<file path="config.mk">
export PLATFORM = sky130hd
export DESIGN_NAME = parking_request_fifo_flat
export DESIGN_NICKNAME = d
export VERILOG_FILES = /design/src/rtl/parking_request_fifo_pkg.sv /design/src/rtl/parking_request_fifo_if.sv /design/src/rtl/parking_request_fifo_plate_check.sv /design/src/rtl/parking_request_fifo.sv /design/src/flat_wrapper.sv
export SDC_FILE = /design/constraint.sdc
export NUM_CORES = 1
export LEC_CHECK = 0
export CAP_MARGIN = 20
export CORE_ASPECT_RATIO = 0.8
export CORE_MARGIN = 2
export CORE_UTILIZATION = 53
export DETAILED_ROUTE_END_ITERATION = 6
export PLACE_DENSITY = 0.79
export SETUP_SLACK_MARGIN = 0.2
export SLEW_MARGIN = 20
export SYNTH_ARGS = -nofsm -noshare
export SYNTH_HDL_FRONTEND = slang
export SYNTH_SLANG_ARGS = --single-unit
export TNS_END_PERCENT = 1
</file>
<file path="constraint.sdc">
create_clock -name clock -period 2.4 [get_ports clock]
set_input_delay 0.6 -clock clock [delete_from_list [all_inputs] [get_ports clock]]
set_output_delay 0.6 -clock clock [all_outputs]
set_load 0.005 [all_outputs]
</file>
<file path="src/rtl/parking_request_fifo_pkg.sv">
// Shared constants and request record for the parking-lot request intake.
package parking_request_fifo_pkg;

  localparam int         PLATE_W    = 16;
  localparam logic [3:0] DIGIT_MAX  = 4'd9;
  localparam logic       DIR_IN     = 1'b1;
  localparam logic       DIR_OUT    = 1'b0;
  localparam logic       TYPE_SUV   = 1'b1;
  localparam logic       TYPE_SEDAN = 1'b0;

  typedef struct packed {
    logic [PLATE_W-1:0] plate;
    logic               dir;
    logic               plate_type;
  } req_t;

endpackage

</file>
<file path="src/rtl/parking_request_fifo_if.sv">
// Consumer-side valid/ready handshake carrying the head request.
interface parking_request_fifo_if #(
  parameter int PLATE_W = parking_request_fifo_pkg::PLATE_W
);
  logic               req_valid;
  logic               req_ready;
  logic [PLATE_W-1:0] req_plate;
  logic               req_dir;
  logic               req_type;

  modport master (
    output req_valid, req_plate, req_dir, req_type,
    input  req_ready
  );

  modport slave (
    input  req_valid, req_plate, req_dir, req_type,
    output req_ready
  );
endinterface

</file>
<file path="src/rtl/parking_request_fifo_plate_check.sv">
// Combinational plate validator (all digits BCD, plate nonzero) and SUV/sedan classifier.
module parking_request_fifo_plate_check
  import parking_request_fifo_pkg::*;
#(
  parameter int PLATE_W = parking_request_fifo_pkg::PLATE_W
) (
  input  logic [PLATE_W-1:0] plate,
  output logic               plate_ok,
  output logic               plate_type
);

  // A plate is usable when nonzero and every nibble is a decimal digit
  always_comb begin
    plate_ok = (plate != '0);
    for (int i = 0; i < PLATE_W / 4; i++) begin
      if (plate[i*4 +: 4] > DIGIT_MAX) plate_ok = 1'b0;
    end
  end

  // Odd last digit means SUV; the LSB of the low BCD digit carries parity
  assign plate_type = plate[0] ? TYPE_SUV : TYPE_SEDAN;

endmodule

</file>
<file path="src/rtl/parking_request_fifo.sv">
// Intake FIFO for parking requests: validates entry/exit strobes, buffers them
// in a first-word-fall-through circular buffer and hands them to the elevator
// controller over a valid/ready handshake.
module parking_request_fifo
  import parking_request_fifo_pkg::*;
#(
  parameter int DEPTH   = 4,
  parameter int PLATE_W = parking_request_fifo_pkg::PLATE_W
) (
  input  logic                       clock,
  input  logic                       reset,
  input  logic [PLATE_W-1:0]         license_plate,
  input  logic                       in_mode,
  input  logic                       out_mode,
  input  logic                       flush,
  parking_request_fifo_if.master     req_bus,
  output logic [$clog2(DEPTH):0]     count,
  output logic                       full,
  output logic                       reject,
  output logic [7:0]                 drop_cnt
);

  localparam int AW = $clog2(DEPTH);
  localparam int CW = AW + 1;
  localparam int EW = PLATE_W + 2;

  logic [EW-1:0] mem [DEPTH];
  logic [AW-1:0] wr_ptr;
  logic [AW-1:0] rd_ptr;
  logic [CW-1:0] cnt;

  logic          plate_ok;
  logic          plate_type;
  logic          strobe;
  logic          push_req;
  logic          pop;
  logic          accept;
  logic          discard;
  logic          not_empty;
  logic [EW-1:0] head;

  parking_request_fifo_plate_check #(.PLATE_W(PLATE_W)) u_plate_check (
    .plate      (license_plate),
    .plate_ok   (plate_ok),
    .plate_type (plate_type)
  );

  assign strobe    = in_mode | out_mode;
  assign push_req  = in_mode ^ out_mode;
  assign not_empty = (cnt != '0);
  assign full      = (cnt == CW'(DEPTH));
  assign pop       = not_empty & req_bus.req_ready & ~flush;
  // A full FIFO still takes a push when the head leaves on the same edge
  assign accept    = push_req & plate_ok & (~full | pop) & ~flush;
  // Flush swallows any same-cycle strobe silently
  assign discard   = strobe & ~accept & ~flush;

  assign head              = mem[rd_ptr];
  assign count             = cnt;
  assign req_bus.req_valid = not_empty;
  assign req_bus.req_plate = not_empty ? head[EW-1:2] : '0;
  assign req_bus.req_dir   = not_empty ? head[1]      : 1'b0;
  assign req_bus.req_type  = not_empty ? head[0]      : 1'b0;

  // Request storage: data only, no reset; visibility is governed by count
  always_ff @(posedge clock) begin
    if (accept) mem[wr_ptr] <= {license_plate, (in_mode ? DIR_IN : DIR_OUT), plate_type};
  end

  // Pointers and occupancy; flush overrides push and pop
  always_ff @(posedge clock or negedge reset) begin
    if (!reset) begin
      wr_ptr <= '0;
      rd_ptr <= '0;
      cnt    <= '0;
    end else if (flush) begin
      wr_ptr <= '0;
      rd_ptr <= '0;
      cnt    <= '0;
    end else begin
      if (accept) wr_ptr <= wr_ptr + 1'b1;
      if (pop)    rd_ptr <= rd_ptr + 1'b1;
      cnt <= cnt + CW'(accept) - CW'(pop);
    end
  end

  // Reject pulse and saturating drop counter; drop_cnt survives flush
  always_ff @(posedge clock or negedge reset) begin
    if (!reset) begin
      reject   <= 1'b0;
      drop_cnt <= '0;
    end else begin
      reject <= discard;
      if (discard && drop_cnt != 8'hFF) drop_cnt <= drop_cnt + 8'd1;
    end
  end

endmodule

</file>
<file path="src/flat_wrapper.sv">
// flat-port wrapper written by rule: the top's interface ports become plain ports
module parking_request_fifo_flat import parking_request_fifo_pkg::*;
#(
  parameter int DEPTH   = 4,
  parameter int PLATE_W = parking_request_fifo_pkg::PLATE_W
)
  (clock, reset, license_plate, in_mode, out_mode, flush, count, full, reject, drop_cnt, req_bus_req_valid, req_bus_req_plate, req_bus_req_dir, req_bus_req_type, req_bus_req_ready);
  parking_request_fifo_if #(.PLATE_W(PLATE_W)) req_bus_i ();
  input  logic clock;
  input  logic reset;
  input  logic [PLATE_W-1:0] license_plate;
  input  logic in_mode;
  input  logic out_mode;
  input  logic flush;
  output logic [$clog2(DEPTH):0] count;
  output logic full;
  output logic reject;
  output logic [7:0] drop_cnt;
  output wire logic [$bits(req_bus_i.req_valid)-1:0] req_bus_req_valid;
  output wire logic [$bits(req_bus_i.req_plate)-1:0] req_bus_req_plate;
  output wire logic [$bits(req_bus_i.req_dir)-1:0] req_bus_req_dir;
  output wire logic [$bits(req_bus_i.req_type)-1:0] req_bus_req_type;
  input wire logic [$bits(req_bus_i.req_ready)-1:0] req_bus_req_ready;
  assign req_bus_req_valid = req_bus_i.req_valid;
  assign req_bus_req_plate = req_bus_i.req_plate;
  assign req_bus_req_dir = req_bus_i.req_dir;
  assign req_bus_req_type = req_bus_i.req_type;
  assign req_bus_i.req_ready = req_bus_req_ready;
  parking_request_fifo #(.DEPTH(DEPTH), .PLATE_W(PLATE_W)) u_core (.clock(clock), .reset(reset), .license_plate(license_plate), .in_mode(in_mode), .out_mode(out_mode), .flush(flush), .req_bus(req_bus_i), .count(count), .full(full), .reject(reject), .drop_cnt(drop_cnt));
endmodule
</file>
==> results.cfg, run 1 <==
[critical_path]
path_common_cell = buf_12
cp.required_ps = 1800
critPathTopFamily = buffers and inverters
endpoint_kind = output pin
crit_chain = buf_12, buf_16, buf_12, mux4_2, and2_4, buf_6
crit_buf_inv = 4
worstSetupPathDepth = 6
reg2reg_depth = 10
path_class = flop to output pin
slowest_delay_ps = 440
path_max_fanout = 5
cp-start-kind = flop
critPathSlowestCell = dfrtp_2
crit_arrival_ps = 1850

[global_route]
grt-ovfl-total = 0
met2_usage_pct = 33.85
grt_use_met1_pct = 30.33
antenna_found_initial = 0
busiest_layer = met2
grt_pass1_wl_um = 11520
grt_start_max_net_pins = 17
grt_usage_pct = 21.45
grt_use_met3_pct = 6.311
grt_pass1_vias = 2202

[place]
dp.cells = 372
portBuffers = 53
globalplace.congestion = 0.8250
hpwl_um = 4975

[detailed_routing]
drt-vias-per-instance = 5.386
drc_errors = 0
drt_iter0_markers = 118
dr_total_vias = 2133
wirelength_um = 7297
dr.pass1.iters = 4
avgRoutedWirePerCell_um = 18.43
ant_nets = 0

[yosys]
synth_nets = 235
synthTopCellsByArea = edfxtp_1, dfrtp_1, mux4_2
yosys_warnings = 0
ys_seq_area_share_pct = 68.42
synth_top_flop_cell = edfxtp_1
yosysMostFrequentCell = edfxtp_1
synth-edff-count = 68
yosysTopAreaCellShare_pct = 57.20
synth_top_cells_by_count = edfxtp_1, and2_1, mux4_2, dfrtp_1, nor2_1
synthCells = 204
syn_area_per_cell_sq_um = 17.50
synth.ff_latch_count = 84
netlist_area_sq_um = 3570
async_flop_share_pct = 19.05
synth_cell_type_count = 31
synth.largest_area_cell = edfxtp_1

[cells_and_area]
syn_to_final_growth_pct = 36.21
layout.cells.non_filler = 396
diodes = 0
finalNetCount = 338
drive_gt1_share_pct = 40.38

[clock_network]
cts_tree = yes
cts-root-buf = clkbuf_8
cts.sinks = 84
clk_path_buf_depth = 2
path_clk_slew_ps = 70
holdBufCountCts = 0
htreeDepth = 3
clk_latency_ps = 340
cts_inserted_buffers = 9

[timing]
tns_ps = -309.1
final_hold_viol_count = 0
slew_headroom_pct = 79.88
slew_violations = 0
worst_slack_ps = -53.95
rsz0062_at_grt = true
fin_crit_ps = 2454
finalSetupViolCount = 11
worst_slew_pin_slew_ps = 299.3
fmax_ghz = 0.4075
clock-skew-final_ps = 6.195
timing.final.crit_share_pct = 102.2

[worst_hold_path]
hold_class = flop to flop
min_delay_path_depth = 1

[die]
io_pins = 54
num_rows = 26
dieArea_sq_um = 7412
die_x_um = 95.76
die_h_um = 77.41
core_area_sq_um = 6441
start_util_pct = 55.42

[job]
max_cap_violations = 0

[outcome]
outcome = finished, violations left
violations = setup timing

[power]
ir_drop_mv = 0.6529
p_per_area_nw_per_um2 = 874.5
p_leak_nw = 1.844
## worst paths after layout
path,start,to,slack (ps)
worst max register to register,u_core.count[0]$_DFF_PN0_,u_core.count[2]$_DFF_PN0_,180
worst min-delay path,u_core.drop_cnt[7]$_DFFE_PN0P_,u_core.drop_cnt[7]$_DFFE_PN0P_,510
min in group asynchronous,reset,u_core.drop_cnt[6]$_DFFE_PN0P_,580
worst min register to register,u_core.drop_cnt[7]$_DFFE_PN0P_,u_core.drop_cnt[7]$_DFFE_PN0P_,510
worst max-delay path,u_core.rd_ptr[0]$_DFFE_PN0P_,req_bus_req_plate[11],-50
max in group asynchronous,reset,u_core.rd_ptr[0]$_DFFE_PN0P_,1620
## timing repair
item,CTS,global route
buffers inserted,7,0
gates cloned,1,0
pin swaps,22,4
endpoints found under the setup margin,93,91
resized for setup,98,23
## cells in the final DEF, fill, tap and decap left out, types with 8 or more instances in the layout
cell	instances
inv_1	8
clkdlybuf4s50_1	23
edfxtp_1	68
clkbuf_8	9
nor2_1	10
buf_6	18
and2_4	16
dlygate4sd2_1	10
buf_4	34
dfrtp_1	15
mux4_2	17
ha_1	8
xnor2_1	9
## per-stage QoR
| stage | cell area [sq um] | util, % | setup WS [ps] | hold slack [ps] | power [mW] |
|---|---|---|---|---|---|
| final | 4862 | 75.49 | -53.95 | 508.8 | 4.252 |
| after floorplan | 3570 | - | 227.8 | 304.4 | 2.381 |
| after detailed placement | 4494 | 69.77 | -421.9 | 494.4 | 3.100 |
| after CTS | 4831 | 75.00 | -52.98 | 509.5 | 4.230 |
| after global routing | 4862 | 75.49 | -113.0 | 546.9 | 4.472 |
| after global placement | 4494 | 69.77 | -347.2 | 486.7 | 3.071 |
## state kept, by name (all words and copies together), names as in the netlist
| name | flops |
|---|---|
| u_core.wr_ptr | 2 |
| u_core.reject | 1 |
| u_core.rd_ptr | 2 |
| u_core.mem | 68 |
| u_core.drop_cnt | 8 |
| u_core.count | 3 |
## cell families (layout without fill, tap and decap cells)
group | count (synthesis) | in the layout | synth area share [%]
XOR/XNOR | 12 | 12 | 2.945
AO/OA/AOI/OAI | 6 | 6 | 1.402
AND/OR/NAND/NOR | 57 | 57 | 9.885
buffers and inverters | 17 | 125 | 2.558
flip-flops | 84 | 84 | 68.42
adder cells (fa/ha/maj) | 9 | 9 | 3.365
multiplexers | 19 | 19 | 11.43
## layout make-up
class / instances / area (sq um)
clock inverters: 5 / 55.05
flip-flops and latches: 84 / 2444
fillers: 391 / 1579
multi-input cells: 103 / 1107
repair buffers: 101 / 989.7
inverters: 8 / 30.03
clock buffers: 11 / 131.4
well taps: 84 / 105.1
## where the power goes
group,leakage (nW),switching [mW],internal (mW),total (mW)
combinational,0.935,0.577,0.989,1.57
sequential,0.820,0.0899,1.66,1.75
clock,0.0893,0.460,0.478,0.937
## routing by layer
layer | part of all wire (%) | vias to the layer above
li1 | - | 978
met1 | 44 | 1087
met2 | 50 | 60
met3 | 4.6 | 8
met4 | 1.1 | 0
met5 | 0 | -
No activity file was read; power rests on OpenSTA's default activity.
==> run 2, diff against run 1 <==
MAX_ROUTING_LAYER = met4   (was default)
==> results.cfg, run 2 (synthesis results as in run 1) <==
[detailed_routing]
drc_errors = 0
drt_iter0_markers = 128
dr.pass1.iters = 4
drt-vias-per-instance = 5.354
ant_nets = 0
avgRoutedWirePerCell_um = 18.29
wirelength_um = 7241
dr_total_vias = 2120

[cells_and_area]
layout.cells.non_filler = 396
largest_reg_flops = 68
nFillCells = 391
syn_to_final_growth_pct = 36.21
drive_gt1_share_pct = 40.38
multi_input_area_sq_um = 1107
layout.area.seq_sq_um = 2444
diodes = 0
top_register = u_core.mem
final_cell_mix = edfxtp_1, buf_4, clkdlybuf4s50_1
final_common_cell = edfxtp_1
finalNetCount = 338

[die]
dieArea_sq_um = 7412
die_x_um = 95.76
die_h_um = 77.41
io_pins = 54
num_rows = 26
start_util_pct = 55.42
core_area_sq_um = 6441

[outcome]
violations = setup timing
outcome = finished, violations left

[power]
power_mw = 4.246
p_per_area_nw_per_um2 = 873.3
ir_drop_mv = 0.6530
clock_power_share_pct = 22.0
p_leak_nw = 1.844
p_sw_mw = 1.121
switching_share_pct = 26.39
internal_power_mw = 3.126
seqPwrFrac_pct = 41.2
combPwrFrac_pct = 36.9

[timing]
fin_crit_ps = 2448
finalSetupViolCount = 11
rsz0062_at_grt = true
clock-skew-final_ps = 5.169
fmax_ghz = 0.4085
timing.final.crit_share_pct = 102.0
worst_slack_ps = -47.82
slew_violations = 0
slew_headroom_pct = 79.90
worst_slew_pin_slew_ps = 299.0
final_hold_viol_count = 0

[global_route]
grt_pass1_vias = 2205
antenna_found_initial = 0
grt_pass1_wl_um = 11520
grt_start_max_net_pins = 17
grt-ovfl-total = 0
grt_usage_pct = 22.02

[place]
portBuffers = 53
dp.cells = 372
globalplace.congestion = 0.8375
hpwl_um = 4975

[clock_network]
htreeDepth = 3
clk_path_buf_depth = 2
cts.sinks = 84
path_clk_slew_ps = 70
cts_tree = yes
cts-root-buf = clkbuf_8
cts_inserted_buffers = 9
clk_latency_ps = 330

[critical_path]
endpoint_kind = output pin
crit_start = u_core.rd_ptr[0]$_DFFE_PN0P_
path_max_fanout = 5
crit_arrival_ps = 1850
crit-reg2reg-launch = u_core.count[0]$_DFF_PN0_
cp.required_ps = 1800
cp-start-kind = flop
path_class = flop to output pin

[worst_hold_path]
hold_class = flop to flop
min_from = u_core.drop_cnt[7]$_DFFE_PN0P_

[job]
max_cap_violations = 0
run 2: cell counts in the layout (fill, tap and decap cells not counted):
Identical to the previous run, type by type.
run 2: what timing repair did:
item                       CTS  global route
pin swaps                   22             4
gates cloned                 1             0
hold buffers                 0             0
setup endpoints to repair   93            91
setup buffers                7             0
gates resized for setup     98            23
run 2: worst paths after layout:
path	to	slack (ps)	depth (start not counted)
max reg2reg	u_core.count[2]$_DFF_PN0_	180	10
max in group asynchronous	u_core.rd_ptr[0]$_DFFE_PN0P_	1610	2
min in group asynchronous	u_core.drop_cnt[6]$_DFFE_PN0P_	580	2
min reg2reg	u_core.drop_cnt[7]$_DFFE_PN0P_	510	1
min	u_core.drop_cnt[7]$_DFFE_PN0P_	510	1
max	req_bus_req_plate[11]	-50	6
run 2: critical path: stages (launching register included):
cell and delay (ps):
dfrtp_2 440, buf_12 140, buf_16 130, buf_12 130
mux4_2 420, and2_4 150, buf_6 110
run 2: power groups by stage:
stage | Combinational (mW) | Clock (mW) | Sequential, mW
after floorplan | 0.601 | 0 | 1.78
after global placement | 1.30 | 0 | 1.77
after detailed placement | 1.33 | 0 | 1.77
after CTS | 1.52 | 0.962 | 1.75
after global routing | 1.69 | 1.02 | 1.77
final | 1.57 | 0.933 | 1.75
run 2: layer usage:
| metal | global-route usage, % | vias to the layer above | routed length (um) |
|---|---|---|---|
| li1 | - | 977 | - |
| met5 | - | - | 0 |
| met3 | 5.728 | 6 | 419 |
| met4 | 4.571 | 0 | 74 |
| met2 | 33.78 | 65 | 3626 |
| met1 | 30.46 | 1072 | 3121 |
run 2: layout make-up:
type / count / area share [%]
sequential: 84 / 50.26
clock inverter: 5 / 1.132
timing repair buffer: 101 / 20.36
inverter: 8 / 0.6176
multi-input combinational: 103 / 22.77
tap: 84 / 2.162
clock buffer: 11 / 2.702
run 2: through the flow:
stage / setup slack [ps] / area [sq um] / TNS, ps / hold slack, ps / utilization (%)
2_1_floorplan: 227.8 / 3570 / 0 / 304.4 / -
3_3_place_gp: -347.2 / 4494 / -19370 / 486.7 / 69.77
3_5_place_dp: -421.9 / 4494 / -23970 / 494.4 / 69.77
4_1_cts: -52.98 / 4831 / -452.9 / 509.5 / 75.00
5_1_grt: -109.5 / 4862 / -1019 / 546.9 / 75.49
6_report: -47.82 / 4862 / -257.6 / 506.1 / 75.49
==> run 3, diff against run 2 <==
CORE_UTILIZATION = 50   (was 53)
PLACE_DENSITY = 0.75   (was 0.79)
==> results.cfg, run 3 (synthesis results as in run 1) <==
[job]
max_cap_violations = 0

[critical_path]
reg2reg_depth = 10
path_class = flop to output pin
cp-start-kind = flop
crit-reg2reg-launch = u_core.count[0]$_DFF_PN0_
path_max_fanout = 6
crit_start = u_core.rd_ptr[0]$_DFFE_PN0P_
reg2reg_to = u_core.count[2]$_DFF_PN0_
crit_arrival_ps = 1850
crit_path_end = req_bus_req_plate[14]
endpoint_kind = output pin
cp.required_ps = 1800
r2r_slack_ps = 250

[die]
dieArea_sq_um = 7835
die_x_um = 98.47
die_h_um = 79.58
io_pins = 54
num_rows = 27
core_area_sq_um = 6892
start_util_pct = 51.80

[global_route]
met2_usage_pct = 34.22
grt-ovfl-total = 0
grt_usage_pct = 21.11
antenna_found_initial = 0
grt_pass1_vias = 2280
grt_use_met3_pct = 4.729
grt_start_max_net_pins = 20
grt_pass1_wl_um = 11880
busiest_layer = met2
grt_use_met1_pct = 27.15

[power]
p_leak_nw = 1.909
p_per_area_nw_per_um2 = 869.4
power_mw = 4.267
ir_drop_mv = 0.5848

[timing]
slew_headroom_pct = 51.09
tns_ps = -250.2
fin_crit_ps = 2451
worst_hold_slack_ps = 500.3
final_hold_viol_count = 0
timing.final.crit_share_pct = 102.1
worst_slew_pin_slew_ps = 731.4
clock-skew-final_ps = 7.103
worst_slack_ps = -51.00
slew_violations = 0
rsz0062_at_grt = true
fmax_ghz = 0.4080
finalSetupViolCount = 6

[cells_and_area]
largest_reg_flops = 68
top_register = u_core.mem
layout.cells.non_filler = 403
drive_gt1_share_pct = 40.19
final_common_cell = edfxtp_1
final_area_sq_um = 4908
nFillCells = 455
diodes = 0
syn_to_final_growth_pct = 37.50
final_cell_mix = edfxtp_1, buf_4, clkdlybuf4s50_1
finalNetCount = 342

[detailed_routing]
avgRoutedWirePerCell_um = 18.42
drc_errors = 0
dr_total_vias = 2162
ant_nets = 0
drt-vias-per-instance = 5.365
dr.pass1.iters = 4
drt_iter0_markers = 131
wirelength_um = 7422

[clock_network]
clk_path_buf_depth = 2
cts-root-buf = clkbuf_8
clk_latency_ps = 340
holdBufCountCts = 0
path_clk_slew_ps = 80
cts.sinks = 84
cts_inserted_buffers = 9
htreeDepth = 3
cts_tree = yes

[place]
portBuffers = 53
globalplace.congestion = 0.8279
postPlaceCellArea_sq_um = 4473
hpwl_um = 5039
dp.cells = 375

[worst_hold_path]
hold_class = flop to flop

[outcome]
violations = setup timing
outcome = finished, violations left
-- run 3: cell types whose count changed in the layout (fill, tap and decap cells not counted), moves of 3 or more --
cell / delta
and2_1: +3
and2_4: -3
buf_4: +4
clkbuf_2: +4
clkdlybuf4s50_1: -4
dlygate4sd2_1: -3
dlymetal6s2s_1: +6
nor4_4: +3
-- run 3: worst min path at each step --
stage,start,endpoint,slack (ps),cells past startpoint
after floorplan,reset,u_core.count[0]$_DFF_PN0_,300,0
after global placement,u_core.drop_cnt[7]$_DFFE_PN0P_,u_core.drop_cnt[7]$_DFFE_PN0P_,490,1
after detailed placement,u_core.drop_cnt[7]$_DFFE_PN0P_,u_core.drop_cnt[7]$_DFFE_PN0P_,490,1
after CTS,u_core.drop_cnt[7]$_DFFE_PN0P_,u_core.drop_cnt[7]$_DFFE_PN0P_,500,1
after global routing,u_core.drop_cnt[6]$_DFFE_PN0P_,u_core.drop_cnt[6]$_DFFE_PN0P_,520,1
final,u_core.drop_cnt[6]$_DFFE_PN0P_,u_core.drop_cnt[6]$_DFFE_PN0P_,500,1
-- run 3: worst max-delay path: stages (launching register included) --
cell	delay (ps)
dfrtp_2	420
buf_6	120
buf_12	100
buf_16	120
mux4_2	490
and2_4	150
buf_6	110
-- run 3: timing repair --
action                     in CTS  in global routing
setup buffers                   9                  2
cloned                          1                  0
gates resized for setup        96                 30
pin swaps                      14                 12
setup endpoints to repair      92                 91
-- run 3: layout make-up --
class	instances	area [sq um]	area share [%]
Clock buffer	11	131.4	2.677
Clock inverter	5	62.56	1.275
Inverter	8	30.03	0.6118
Multi-Input combinational cell	103	1141	23.25
Sequential cell	84	2444	49.78
Tap cell	87	108.9	2.218
Timing Repair Buffer	105	991.0	20.19
-- run 3: report_power, final --
part | internal, mW | switching (mW) | leakage [nW]
clock | 0.485 | 0.478 | 0.0897
sequential | 1.66 | 0.0976 | 0.820
combinational | 0.977 | 0.572 | 0.999
-- run 3: through the flow --
| stage | util (%) | worst slack [ps] |
|---|---|---|
| floorplan | - | 227.8 |
| global placement | 64.91 | -294.4 |
| detailed placement | 64.91 | -419.7 |
| CTS | 70.70 | -81.95 |
| global route | 71.22 | -112.7 |
| finish | 71.22 | -51.00 |
-- run 3: layer usage --
metal	part of all wire (%)	up-vias
li1	-	990
met3	4.9	6
met4	1.1	0
met1	42	1091
met5	0	-
met2	52	75
